### src/rtl/seq_signed_divider_pkg.sv
// Shared definitions for the iterative signed divider: state encoding and default width.
// The control FSM uses DIV_WIDTH to size its DIV wait-state timing.
package seq_signed_divider_pkg;

    localparam int unsigned DIV_WIDTH = 32;

    typedef enum logic [1:0] {
        S_IDLE = 2'd0,
        S_CALC = 2'd1,
        S_SIGN = 2'd2
    } div_state_e;

endpackage

### src/rtl/seq_signed_divider_if.sv
// Request/result bundle between the control FSM (master) and the divider (slave).
interface seq_signed_divider_if
    import seq_signed_divider_pkg::*;
#(
    parameter int unsigned WIDTH = DIV_WIDTH
);

    logic             start;
    logic [WIDTH-1:0] a;
    logic [WIDTH-1:0] b;
    logic             busy;
    logic             done;
    logic [WIDTH-1:0] quotient;
    logic [WIDTH-1:0] remainder;
    logic             div_by_zero;

    modport master (
        output start, a, b,
        input  busy, done, quotient, remainder, div_by_zero
    );

    modport slave (
        input  start, a, b,
        output busy, done, quotient, remainder, div_by_zero
    );

endinterface

### src/rtl/seq_signed_divider_clz.sv
// Combinational leading-zero counter; an all-zero input yields WIDTH.
// Only compiled when DIV_LEADING_ZERO_SKIP_EN is defined.
`ifdef DIV_LEADING_ZERO_SKIP_EN
module seq_signed_divider_clz #(
    parameter int unsigned WIDTH = 32,
    parameter int unsigned CNT_W = $clog2(WIDTH + 1)
) (
    input  logic [WIDTH-1:0] i_val,
    output logic [CNT_W-1:0] o_lz_c
);

    // Scan upward so the highest set bit wins.
    always_comb begin
        o_lz_c = CNT_W'(WIDTH);
        for (int i = 0; i < int'(WIDTH); i++) begin
            if (i_val[i]) begin
                o_lz_c = CNT_W'(WIDTH - 1 - i);
            end
        end
    end

endmodule
`endif

### src/rtl/seq_signed_divider.sv
// Iterative restoring signed divider (one quotient bit per cycle) for the DIV instruction.
// Optional DIV_LEADING_ZERO_SKIP_EN skips the leading zeros of |a| to shorten latency.
module seq_signed_divider
    import seq_signed_divider_pkg::*;
#(
    parameter int unsigned WIDTH = DIV_WIDTH
) (
    input  logic                  clk,
    input  logic                  reset_n,
    seq_signed_divider_if.slave   div_if
);

    localparam int unsigned CNT_W = $clog2(WIDTH + 1);
    localparam int unsigned XW    = WIDTH + 1;

    div_state_e       r_state;
    div_state_e       w_state_nx;

    logic             r_busy;
    logic             r_done;
    logic             r_dbz;
    logic [WIDTH-1:0] r_quot;
    logic [WIDTH-1:0] r_rem_o;

    logic             r_sa;
    logic             r_sb;
    logic [CNT_W-1:0] r_cnt;
    logic [WIDTH-1:0] r_rem;
    logic [WIDTH-1:0] r_dvd;
    logic [XW-1:0]    r_dvs;

    logic             w_busy_nx;
    logic             w_done_nx;
    logic [WIDTH-1:0] w_abs_a;
    logic [XW-1:0]    w_abs_b;
    logic             w_b_zero;
    logic [XW-1:0]    w_rem_sh;
    logic             w_ge;
    logic [WIDTH-1:0] w_q_fix;
    logic [WIDTH-1:0] w_r_fix;
    logic [WIDTH-1:0] w_dvd_init;
    logic [CNT_W-1:0] w_cnt_init;
    logic             w_skip;

    // Magnitudes in WIDTH+1 bits so that |INT_MIN| is exact.
    assign w_abs_a  = div_if.a[WIDTH-1] ? WIDTH'(XW'(0) - {div_if.a[WIDTH-1], div_if.a})
                                        : div_if.a;
    assign w_abs_b  = div_if.b[WIDTH-1] ? XW'(0) - {div_if.b[WIDTH-1], div_if.b}
                                        : {1'b0, div_if.b};
    assign w_b_zero = (div_if.b == '0);

`ifdef DIV_LEADING_ZERO_SKIP_EN
    logic [CNT_W-1:0] w_lz;

    seq_signed_divider_clz #(
        .WIDTH (WIDTH),
        .CNT_W (CNT_W)
    ) u_clz (
        .i_val  (w_abs_a),
        .o_lz_c (w_lz)
    );

    // Pre-shifting out the zeros leaves the quotient bit pattern unchanged.
    assign w_dvd_init = w_abs_a << w_lz;
    assign w_cnt_init = CNT_W'(WIDTH) - w_lz;
    assign w_skip     = (w_lz == CNT_W'(WIDTH));
`else
    assign w_dvd_init = w_abs_a;
    assign w_cnt_init = CNT_W'(WIDTH);
    assign w_skip     = 1'b0;
`endif

    // One restoring step: shift the next dividend bit into the partial remainder.
    assign w_rem_sh = {r_rem, r_dvd[WIDTH-1]};
    assign w_ge     = (w_rem_sh >= r_dvs);

    assign w_q_fix  = (r_sa ^ r_sb) ? WIDTH'(0) - r_dvd : r_dvd;
    assign w_r_fix  = r_sa ? WIDTH'(0) - r_rem : r_rem;

    always_ff @(posedge clk or negedge reset_n) begin
        if (!reset_n) begin
            r_state <= S_IDLE;
        end else begin
            r_state <= w_state_nx;
        end
    end

    always_comb begin
        w_state_nx = r_state;
        w_busy_nx  = r_busy;
        w_done_nx  = 1'b0;
        case (r_state)
            S_IDLE: begin
                if (div_if.start) begin
                    if (w_b_zero) begin
                        w_done_nx = 1'b1;
                    end else begin
                        w_busy_nx  = 1'b1;
                        w_state_nx = w_skip ? S_SIGN : S_CALC;
                    end
                end
            end
            S_CALC: begin
                if (r_cnt == CNT_W'(1)) begin
                    w_state_nx = S_SIGN;
                end
            end
            S_SIGN: begin
                w_done_nx  = 1'b1;
                w_busy_nx  = 1'b0;
                w_state_nx = S_IDLE;
            end
            default: begin
                w_busy_nx  = 1'b0;
                w_state_nx = S_IDLE;
            end
        endcase
    end

    // Datapath and registered outputs; results hold until the next accepted start.
    always_ff @(posedge clk or negedge reset_n) begin
        if (!reset_n) begin
            r_busy  <= 1'b0;
            r_done  <= 1'b0;
            r_dbz   <= 1'b0;
            r_quot  <= '0;
            r_rem_o <= '0;
            r_sa    <= 1'b0;
            r_sb    <= 1'b0;
            r_cnt   <= '0;
            r_rem   <= '0;
            r_dvd   <= '0;
            r_dvs   <= '0;
        end else begin
            r_busy <= w_busy_nx;
            r_done <= w_done_nx;
            case (r_state)
                S_IDLE: begin
                    if (div_if.start) begin
                        r_sa  <= div_if.a[WIDTH-1];
                        r_sb  <= div_if.b[WIDTH-1];
                        r_dbz <= 1'b0;
                        if (w_b_zero) begin
                            r_quot  <= '0;
                            r_rem_o <= div_if.a;
                            r_dbz   <= 1'b1;
                        end else begin
                            r_dvd <= w_dvd_init;
                            r_dvs <= w_abs_b;
                            r_rem <= '0;
                            r_cnt <= w_cnt_init;
                        end
                    end
                end
                S_CALC: begin
                    r_rem <= w_ge ? WIDTH'(w_rem_sh - r_dvs) : w_rem_sh[WIDTH-1:0];
                    r_dvd <= {r_dvd[WIDTH-2:0], w_ge};
                    r_cnt <= r_cnt - CNT_W'(1);
                end
                S_SIGN: begin
                    r_quot  <= w_q_fix;
                    r_rem_o <= w_r_fix;
                end
                default: begin
                    r_cnt <= '0;
                end
            endcase
        end
    end

    assign div_if.busy        = r_busy;
    assign div_if.done        = r_done;
    assign div_if.quotient    = r_quot;
    assign div_if.remainder   = r_rem_o;
    assign div_if.div_by_zero = r_dbz;

endmodule

### src/flat_wrapper.sv
// flat-port wrapper written by rule: the top's interface ports become plain ports
module seq_signed_divider_flat import seq_signed_divider_pkg::*;
#(
    parameter int unsigned WIDTH = DIV_WIDTH
)
  (clk, reset_n, div_if_start, div_if_a, div_if_b, div_if_busy, div_if_done, div_if_quotient, div_if_remainder, div_if_div_by_zero);
  seq_signed_divider_if #(.WIDTH(WIDTH)) div_if_i ();
  input  logic clk;
  input  logic reset_n;
  input wire logic [$bits(div_if_i.start)-1:0] div_if_start;
  input wire logic [$bits(div_if_i.a)-1:0] div_if_a;
  input wire logic [$bits(div_if_i.b)-1:0] div_if_b;
  output wire logic [$bits(div_if_i.busy)-1:0] div_if_busy;
  output wire logic [$bits(div_if_i.done)-1:0] div_if_done;
  output wire logic [$bits(div_if_i.quotient)-1:0] div_if_quotient;
  output wire logic [$bits(div_if_i.remainder)-1:0] div_if_remainder;
  output wire logic [$bits(div_if_i.div_by_zero)-1:0] div_if_div_by_zero;
  assign div_if_i.start = div_if_start;
  assign div_if_i.a = div_if_a;
  assign div_if_i.b = div_if_b;
  assign div_if_busy = div_if_i.busy;
  assign div_if_done = div_if_i.done;
  assign div_if_quotient = div_if_i.quotient;
  assign div_if_remainder = div_if_i.remainder;
  assign div_if_div_by_zero = div_if_i.div_by_zero;
  seq_signed_divider #(.WIDTH(WIDTH)) u_core (.clk(clk), .reset_n(reset_n), .div_if(div_if_i));
endmodule
### config.mk
export PLATFORM = sky130hd
export DESIGN_NAME = seq_signed_divider_flat
export DESIGN_NICKNAME = d
export VERILOG_FILES = /design/src/rtl/seq_signed_divider_pkg.sv /design/src/rtl/seq_signed_divider_if.sv /design/src/rtl/seq_signed_divider_clz.sv /design/src/rtl/seq_signed_divider.sv /design/src/flat_wrapper.sv
export SDC_FILE = /design/constraint.sdc
export NUM_CORES = 1
export LEC_CHECK = 0
export CORE_ASPECT_RATIO = 1.25
export CORE_UTILIZATION = 54
export CTS_CLUSTER_DIAMETER = 200
export DETAILED_ROUTE_END_ITERATION = 16
export GPL_TIMING_DRIVEN = 1
export PLACE_DENSITY = 0.77
export REMOVE_ABC_BUFFERS = 1
export SLEW_MARGIN = 40
export SYNTH_ARGS = -nofsm -noshare
export SYNTH_HDL_FRONTEND = slang
export SYNTH_SLANG_ARGS = --single-unit
### constraint.sdc
create_clock -name clk -period 3.45 [get_ports clk]
set_input_delay 0.345 -clock clk [delete_from_list [all_inputs] [get_ports clk]]
set_output_delay 0.345 -clock clk [all_outputs]
set_load 0.02 [all_outputs]
Yosys cells after proc, flatten, opt, wreduce, memory -nomap -nowiden
Index checks and enable logic that the tools add are counted.
{"block": "word_totals", "in_bits": 67, "wordCells": 71, "ff_bits": 174, "rom_bits": 0, "latch_bits": 0, "memories": 0, "ramBits": 0, "out_inout_bits": 67}
{"block": "classes", "reduce_logical": 11, "magnitude_cmp": 1, "n_shift": 0, "n_mul": 0, "n_mux": 30, "div_mod_pow": 0, "add_sub_neg": 6, "n_eq_ne": 7, "bitwise": 4}
{"operator": "32-bit 2-to-1 mux", "count": 12}
{"operator": "32-bit case mux with 2 select lines", "count": 4}
{"operator": "1-bit by 32-bit subtractor with 32-bit output (first input constant)", "count": 3}
{"operator": "33-bit greater-or-equal comparator", "count": 1}
{"operator": "33-bit 2-to-1 mux", "count": 1}
{"operator": "1-bit by 32-bit subtractor with 33-bit output (first input constant)", "count": 1}
{"operator": "32-bit logical NOT", "count": 1}
{"operator": "32-bit subtractor", "count": 1}
{"operator": "6-bit case mux with 3 select lines", "count": 1}
{"operator": "3-bit AND reduction", "count": 6}
{"operator": "6-bit 2-to-1 mux", "count": 2}
{"operator": "6-bit by 1-bit == test with 1-bit output (second input constant)", "count": 1}
{"operator": "2-bit 2-to-1 mux", "count": 3}
{"operator": "6-bit by 1-bit subtractor with 6-bit output (second input constant)", "count": 1}
{"operator": "1-bit 2-to-1 mux", "count": 4}
{"operator": "2-bit by 1-bit != test with 1-bit output (second input constant)", "count": 2}
{"operator": "2-bit != test (second input constant)", "count": 2}
{"operator": "1-bit case mux with 2 select lines", "count": 2}
{"operator": "2-bit case mux with 2 select lines", "count": 1}
{"operator": "2-bit nonzero test", "count": 2}
{"operator": "1-bit NOT", "count": 3}
{"operator": "2-bit by 1-bit == test with 1-bit output (second input constant)", "count": 1}
{"operator": "2-bit == test (second input constant)", "count": 1}
{"operator": "2-bit logical NOT", "count": 1}
{"operator": "other kinds (2)", "count": 2}

Logic depth before layout (Yosys ltp)
Gate-level depths: netlist (run 1).
{"block": "depth", "depth_word": 5, "mapped_depth": 12, "mapped_depth_nobuf": 12}

Least setup slack after synthesis (run 1)
Ideal clock, no wire load.
{"block": "synth_path", "path_kind": "register -> register", "start": "reg u_core.r_rem[9]", "end": "reg u_core.r_rem[2]", "path_slack_ps": 653, "path_stages_with_launch": 12, "period_less_slack_ps": 2797, "arrival_time_ps": 2676, "cell_sequence": "dfrtp_1 -> ha_1 -> clkbuf_1 -> and4_1 -> nand3_1 -> a211oi_1 -> and4bb_1 -> o21a_1 -> o21ai_4 -> buf_2 -> nand2_1 -> a32o_1"}
{"block": "synth_between", "elab_chain_cells": 3}
{"element": "start: declaration", "line": "seq_signed_divider.sv:28", "rtl": "logic [WIDTH-1:0] r_rem;"}
{"element": "start signal: assignment", "line": "seq_signed_divider.sv:156", "rtl": "r_rem <= w_ge ? WIDTH'(w_rem_sh - r_dvs) : w_rem_sh[WIDTH-1:0];"}
{"element": "33-bit greater-or-equal comparator", "line": "seq_signed_divider.sv:75", "rtl": "assign w_ge = (w_rem_sh >= r_dvs);"}
{"element": "32-bit 2-to-1 mux", "line": "seq_signed_divider.sv:156"}
{"element": "32-bit case mux with 2 select lines", "line": "seq_signed_divider.sv:137", "rtl": "case (r_state)"}
Every way passes these cells.
A chain may end at the register's enable or synchronous reset.

Final worst setup path (run 1)
{"block": "layout_path", "start": "reg u_core.r_dvd[31]", "end": "reg u_core.r_rem[30]"}
{"block": "layout_between", "elab_chain_cells": 3, "elab_cells_between_ends": 4, "classes_between": "add/sub: 1; order compare: 1; mux: 2"}
{"element": "start: declaration", "line": "seq_signed_divider.sv:29", "rtl": "logic [WIDTH-1:0] r_dvd;"}
{"element": "start signal: assignment", "line": "seq_signed_divider.sv:148", "rtl": "r_dvd <= w_dvd_init;"}
{"element": "start signal: assignment", "line": "seq_signed_divider.sv:157", "rtl": "r_dvd <= {r_dvd[WIDTH-2:0], w_ge};"}
{"element": "32-bit subtractor or 33-bit greater-or-equal comparator (tied branches)", "line": "seq_signed_divider.sv:156, seq_signed_divider.sv:75"}
{"element": "32-bit 2-to-1 mux *", "line": "seq_signed_divider.sv:156"}
{"element": "32-bit case mux with 2 select lines *", "line": "seq_signed_divider.sv:137"}
Every way passes the cells marked *; elsewhere a longest branch is shown, timed or not.

==> results.md, run 1 <==
* WS Path Type: register to register
* Nets@finish at 1653
* FP Rows at 60
* Fraction of registers with async set/reset at 100%
* CP delay by family, top: compound AO/OA/AOI/OAI gates
* Fin Hold WS at 385 ps
* Reg2reg end: u_core.r_rem[30]$_DFFE_PN0P_
* Worst path max stage delay at 390 ps
* Syn_area_per_cell at 8.39 um2
* Clock slew at reported path FFs at 70 ps
* Total track usage at 27.0%
* Largest cells by area after synthesis: dfrtp_1, nand2_1, xnor2_1
* Post-route cell area at 14300 um2
* Yosys warns at 0
* Clock skew at 8.19 ps
* Largest net degree at the start of global routing at 83
* Detail Placement HPWL at 22900 um
* Port Buffers at 133
* Pint at 0.00554 W
* Final WS setup at 183 ps
* Worst skew pair latency at 440 ps
* Synth area leader: dfrtp_1
* Sequential area share after synthesis at 36.0%
* Post-CTS Setup Inserts at 0
* EDFF count, synth at 0
* CTS tree: done
* Slowest-stage cell, CP: dfrtp_1
* Main synth FF type: dfrtp_1
* Number of global-route vias before repair at 10089
* Number of diodes at 0
* Startpoint Class: register
* Power share of the sequential group at 33.7%
* Final-report setup violation count at 0
* Layout cell share with drive strength beyond 1 at 5.90%
* Max Freq at 306 MHz
* WP data required at 3720 ps
* Root buffer cell: clkbuf_16
* Initial antenna violation count at 0
* Area grow syn2layout at 18.6%
* CP cell instances: inv_1 > ha_1 > inv_1 > fa_1 > a211oi_1 > o211ai_1 > a31oi_2 > a31oi_1 > o31ai_1 > buf_4 > a31oi_1 > o311ai_0 > o221ai_1
* Status: finished, final reports clean
* Min Clock Period, post-route at 3270 ps
* R2R Setup Slk at 180 ps
* Fraction of power consumed by the clock network at 20.7%
* WL/cell at 16.4 um
* Dpl ws at -2.04 ps
* Post-layout util at 65.9%
* Mapped Area at 12100 um2
* Combinational power share at 45.6%
* Starting DRT DRC Count at 606
* Maximum VDD drop at 453 uV
* Via count at 10670
* CP max FO at 3
* Fin crit share at 94.7%
* Synthesized flop and latch total at 174
* Fin cells at 1838
* Clock Sinks at 174
* Die height at 169 um
* Synth Instances at 1440
* Via density at 5.81
* Crit. End Element: register
* Final slew viol count at 0
* ANT nets after route at 0
* Initial Util at 55.5%
* Reg2Reg Launch Point: u_core.r_dvd[31]$_DFFE_PN0P_
* R2r worst-path depth at 13
* Core Region at 21800 um2
* Fin. Hold Viols at 0
* CP Data Arrival Time at 3540 ps
* Bufs on Longest Clock Path at 2
* Die area at 23000 um2
* Normalized max-slew margin at 47.6%
* Drt pass-1 iters at 5
* Dpl cells at 1805
* HP Class: primary input to asynchronous set/reset pin
* DRC at 0
* Overflow after GRT at 0
* Synth unique cells at 72
* Static leakage at 5.93 nW
* Buffers & Inverters on Critical Path at 3
* First-pass GRT wire length at 49500 um
* Sw frac at 42.0%
* Ports at 134
* Tightest Pin Transition at 784 ps
* Die X at 136 um
* Yosys top cell area share at 36.0%
* GPL Wtd Cong at 0.928
* Power per Cell Area at 667 nW/um2
* # Max-Cap Violations at 0
* Cts bufs inserted at 17
* Routed wire length at 30200 um
* H-tree levels at 4
* DP Area at 13700 um2
* Switching power total at 0.00402 W
-- placed cells by master (no fill, tap or decap), drive strengths merged, types with 24 or more instances in the layout --
| cell | count |
|---|---|
| ha | 39 |
| inv | 68 |
| nand2 | 208 |
| nand3 | 24 |
| o22ai | 33 |
| o31ai | 27 |
| xor2 | 66 |
| buf | 38 |
| clkdlybuf4s50 | 132 |
| dfrtp | 174 |
| a21oi | 111 |
| mux2i | 57 |
| xnor2 | 82 |
| o21ai | 155 |
| nor2 | 92 |
-- cell families (layout without fill, tap and decap cells) --
kind of cell / after synthesis / in the layout / share of synthesized area, %
AOI/OAI and AO/OA: 428 / 428 / 21.1
xor gates and xnor gates: 148 / 148 / 10.7
adders and majority gates: 40 / 40 / 4.20
buffers and inverters: 144 / 263 / 5.46
DFF: 174 / 174 / 36.0
muxes: 58 / 58 / 4.81
and+or+nand+nor: 448 / 448 / 17.6
-- power groups by stage --
| stage | logic, W | registers (W) | clock network, W |
|---|---|---|---|
| after global routing | 0.00482 | 0.00328 | 0.00209 |
| after global placement | 0.00416 | 0.00319 | 0 |
| final | 0.00435 | 0.00322 | 0.00198 |
| after detailed placement | 0.00426 | 0.00322 | 0 |
| after CTS | 0.00431 | 0.00319 | 0.00201 |
| after floorplan | 0.00323 | 0.00299 | 0 |
-- Yosys cell counts (all sizes together) (7+ instances only) --
master  count
dfrtp     174
nand2b     10
buf        29
nand2     208
xnor2      82
o21bai      8
or3        15
o21ai     155
nor3b       7
and3       10
nor2       92
a31oi      17
nand3      24
a21oi     111
ha         39
or4        17
a211oi      8
nand3b      7
mux2i      57
nor4        8
o22ai      33
inv        60
o31ai      27
o211ai     12
clkbuf     55
xor2       66
o21a        9
a21o       14
nor3       23
o41ai      12
-- worst reg2reg max path, cell delays in order, from the launching register on --
cell,delay (ps)
dfrtp_1,390
inv_1,180
ha_1,220
inv_1,60
fa_1,380
a211oi_1,320
o211ai_1,200
a31oi_2,270
a31oi_1,170
o31ai_1,270
buf_4,170
a31oi_1,70
o311ai_0,170
o221ai_1,250
-- worst max-delay path by stage --
stage                                       startpoint                                      to  cells after the start
after floorplan                            div_if_b[0]             u_core.r_cnt[5]$_DFFE_PN0P_                     10
after global placement                     div_if_b[0]  u_core.div_if.remainder[3]$_DFFE_PN0P_                     11
after detailed placement                   div_if_b[0]  u_core.div_if.remainder[2]$_DFFE_PN0P_                     11
after CTS                 u_core.r_dvd[31]$_DFFE_PN0P_            u_core.r_rem[30]$_DFFE_PN0P_                     13
after global routing      u_core.r_dvd[31]$_DFFE_PN0P_            u_core.r_rem[30]$_DFFE_PN0P_                     13
final                     u_core.r_dvd[31]$_DFFE_PN0P_            u_core.r_rem[30]$_DFFE_PN0P_                     13
-- routing by layer --
metal	global-route usage [%]	vias up	routed length, um
met5	0	-	0
met4	8.89	0	837
met3	3.64	72	1180
met2	48.4	295	15400
met1	33.0	4999	12800
li1	-	5304	-
-- through the flow --
stage | TNS, ps | power [W]
6_report | 0 | 0.00956
5_1_grt | -0.400 | 0.0102
3_5_place_dp | -2.04 | 0.00749
4_1_cts | 0 | 0.00951
3_3_place_gp | 0 | 0.00735
2_1_floorplan | -1130 | 0.00623
-- timing repair --
| action | in CTS | in global routing |
|---|---|---|
| gates resized for setup | 0 | 1 |
| setup endpoints to repair | 0 | 2 |
| hold buffers | 1 | 0 |
| endpoints found under the hold margin | 42 | 0 |
-- registers in the layout, indices dropped and copies added, names as in the netlist --
name,cells
u_core.r_state,2
u_core.div_if.busy,1
u_core.div_if.done,1
u_core.r_rem,32
u_core.div_if.remainder,32
u_core.r_dvd,32
u_core.div_if.quotient,32
u_core.r_sb,1
u_core.div_if.div_by_zero,1
u_core.r_dvs,33
u_core.r_cnt,6
u_core.r_sa,1
-- final cells by class --
cell class                      instances  area [um2]
Sequential cell                       174        4350
Multi-Input combinational cell       1122        7100
Tap cell                              279         349
Clock buffer                           18         429
Fill cell                            1888        7430
Clock inverter                         14         174
Inverter                               60         225
Timing Repair Buffer                  171        1710
Note: power is estimated with default switching activity, not from simulation.
==> run 2: changes to the inputs <==
- CTS_CLUSTER_DIAMETER: 200 -> default
- SETUP_SLACK_MARGIN: default -> 0.15
==> results.md, run 2 (synthesized netlist as in run 1, its figures left out) <==
* Status: finished, final reports clean
* Initial Util at 55.5% (unchanged)
* Drt pass-1 iters at 5 (unchanged)
* First-pass GRT wire length at 49600 um (about the same)
* Port Buffers at 133 (unchanged)
* Overflow after GRT at 0 (unchanged)
* Core Region at 21800 um2 (unchanged)
* Routed wire length at 30200 um (about the same)
* CP startpoint: u_core.r_rem[12]$_DFFE_PN0P_
* Worst setup path endpoint: u_core.r_rem[31]$_DFFE_PN0P_
* CP max FO at 7 (+4)
* Largest net degree at the start of global routing at 83 (unchanged)
* Pint at 0.00555 W (+0.22%)
* Tightest Pin Transition at 776 ps (-8.25 ps)
* Multi-input logic area at 7120 um2 (+0.28%)
* WS Path Type: register to register
* Clock slew at reported path FFs at 70 ps (about the same)
* Power per Cell Area at 667 nW/um2 (about the same)
* Maximum VDD drop at 453 uV (about the same)
* # Max-Cap Violations at 0 (unchanged)
* Fin crit share at 91.8% (-2.9 points)
* Total track usage at 27.0% (about the same)
* Min Clock Period, post-route at 3170 ps (-99.2 ps)
* Detail Placement HPWL at 22900 um (unchanged)
* Max Freq at 316 MHz (+3.1%)
* FP Rows at 60 (unchanged)
* Die area at 23000 um2 (unchanged)
* Clock skew at 7.83 ps (-0.360 ps)
* HP Class: primary input to asynchronous set/reset pin
* Reg2Reg Launch Point: u_core.r_rem[12]$_DFFE_PN0P_
* Normalized max-slew margin at 48.1% (+0.55 points)
* Register area at 4350 um2 (unchanged)
* R2R Setup Slk at 280 ps (+100 ps)
* Via count at 10712 (+0.39%)
* Static leakage at 5.92 nW (-0.10%)
* Number of diodes at 0 (unchanged)
* Initial antenna violation count at 0 (unchanged)
* Post-layout util at 65.9% (+0.092 points)
* Filler Cell Count at 1884 (-0.21%)
* GPL Wtd Cong at 0.928 (unchanged)
* Area grow syn2layout at 18.8%
* Crit. End Element: register
* R2r worst-path depth at 9 (-4)
* Startpoint Class: register
* Commonest non-fill, non-tap cell in the layout: nand2_1
* Reg2reg end: u_core.r_rem[31]$_DFFE_PN0P_
* Die X at 136 um (unchanged)
* CTS tree: done
* Power share of the sequential group at 33.6% (about the same)
* Cts bufs inserted at 17 (unchanged)
* Root buffer cell: clkbuf_16
* Post-CTS Setup Inserts at 0 (unchanged)
* Starting DRT DRC Count at 585 (-3.5%)
* Biggest register: u_core.r_dvs
* Nets@finish at 1653 (unchanged)
* Sw frac at 42.0% (-0.059 points)
* Worst skew pair latency at 440 ps (about the same)
* Number of global-route vias before repair at 10089 (unchanged)
* ANT nets after route at 0 (unchanged)
* Fraction of power consumed by the clock network at 20.7% (about the same)
* RSZ-0062 raised after global routing: no
* WL/cell at 16.4 um (about the same)
* CP Data Arrival Time at 3480 ps (-60 ps)
* Largest register FFs at 33 (unchanged)
* H-tree levels at 4 (unchanged)
* Clock Sinks at 174 (unchanged)
* Final-report setup violation count at 0 (unchanged)
* Highest-count cells in the layout ignoring fill and taps: nand2_1, dfrtp_1, clkdlybuf4s50_1
* Bufs on Longest Clock Path at 2 (unchanged)
* Switching power total at 0.00402 W (about the same)
* Combinational power share at 45.7% (about the same)
* Fin. Hold Viols at 0 (unchanged)
* Overall Power at 0.00957 W (+0.12%)
* Via density at 5.83 (+0.39%)
* Ports at 134 (unchanged)
* Layout cell share with drive strength beyond 1 at 6.29% (+0.38 points)
* WP data required at 3760 ps (+40 ps)
* DRC at 0 (unchanged)
* Final slew viol count at 0 (unchanged)
* Die height at 169 um (unchanged)
-- run 2: cell types whose count changed in the layout (fill, tap and decap cells not counted) --
cell / before / now
a211oi_1: 8 / 6
ha_1: 39 / 35
a211oi_2: 0 / 2
ha_2: 0 / 4
-- run 2: final cells by class --
cell class	instances	share of cell area [%]
clock buffer	18	2.99
inverter	60	1.57
sequential	174	30.3
clock inverter	14	1.21
tap	279	2.43
multi-input combinational	1122	49.6
timing repair buffer	171	11.9
-- run 2: worst max-delay path, stage by stage (launching register included) --
cell and delay [ps]:
dfrtp_1 470, ha_2 450, and3_1 240, nand2_1 110
a2111oi_0 460, o31ai_1 270, a221oi_1 530, a221oi_1 210
mux2i_1 200, o211ai_1 110
-- run 2: how the worst min path moves through the flow --
stage	slack, ps	endpoint	depth (start not counted)	from
floorplan	50	u_core.div_if.busy$_DFFE_PN0P_	0	reset_n
global placement	290	u_core.div_if.quotient[25]$_DFFE_PN0P_	1	reset_n
detailed placement	290	u_core.div_if.quotient[25]$_DFFE_PN0P_	1	reset_n
CTS	390	u_core.div_if.quotient[25]$_DFFE_PN0P_	2	reset_n
global route	430	u_core.div_if.quotient[27]$_DFFE_PN0P_	2	reset_n
finish	390	u_core.div_if.quotient[26]$_DFFE_PN0P_	2	reset_n
-- run 2: what timing repair did --
action,4_1_cts,5_1_grt
endpoints found under the hold margin,42,0
setup endpoints to repair,1,7
pin swaps,0,2
hold buffers,1,0
gates resized for setup,1,6
cloned,0,0
-- run 2: layer usage --
layer,share of wire (%),track usage (%),vias up
met3,3.8,3.61,65
met2,51,48.5,291
met5,0,0,-
li1,-,-,5300
met4,2.6,8.84,0
met1,42,33.0,5056
-- run 2: power groups by stage --
stage	sequential [W]	clock (W)	combinational (W)
global placement	0.00319	0	0.00416
global route	0.00328	0.00209	0.00484
floorplan	0.00299	0	0.00323
finish	0.00322	0.00198	0.00437
CTS	0.00319	0.00201	0.00432
detailed placement	0.00322	0	0.00426
-- run 2: stage by stage --
step / cells / hold slack [ps] / area [um2] / worst slack, ps / TNS (ps)
2_1_floorplan: 1356 / 49.4 / 11600 / -174 / -1130
3_3_place_gp: 1805 / 288 / 13700 / 102 / 0
3_5_place_dp: 1805 / 290 / 13700 / -2.04 / -2.04
4_1_cts: 1838 / 393 / 14300 / 181 / 0
5_1_grt: 1838 / 429 / 14400 / 152 / 0
6_report: 1838 / 386 / 14400 / 282 / 0
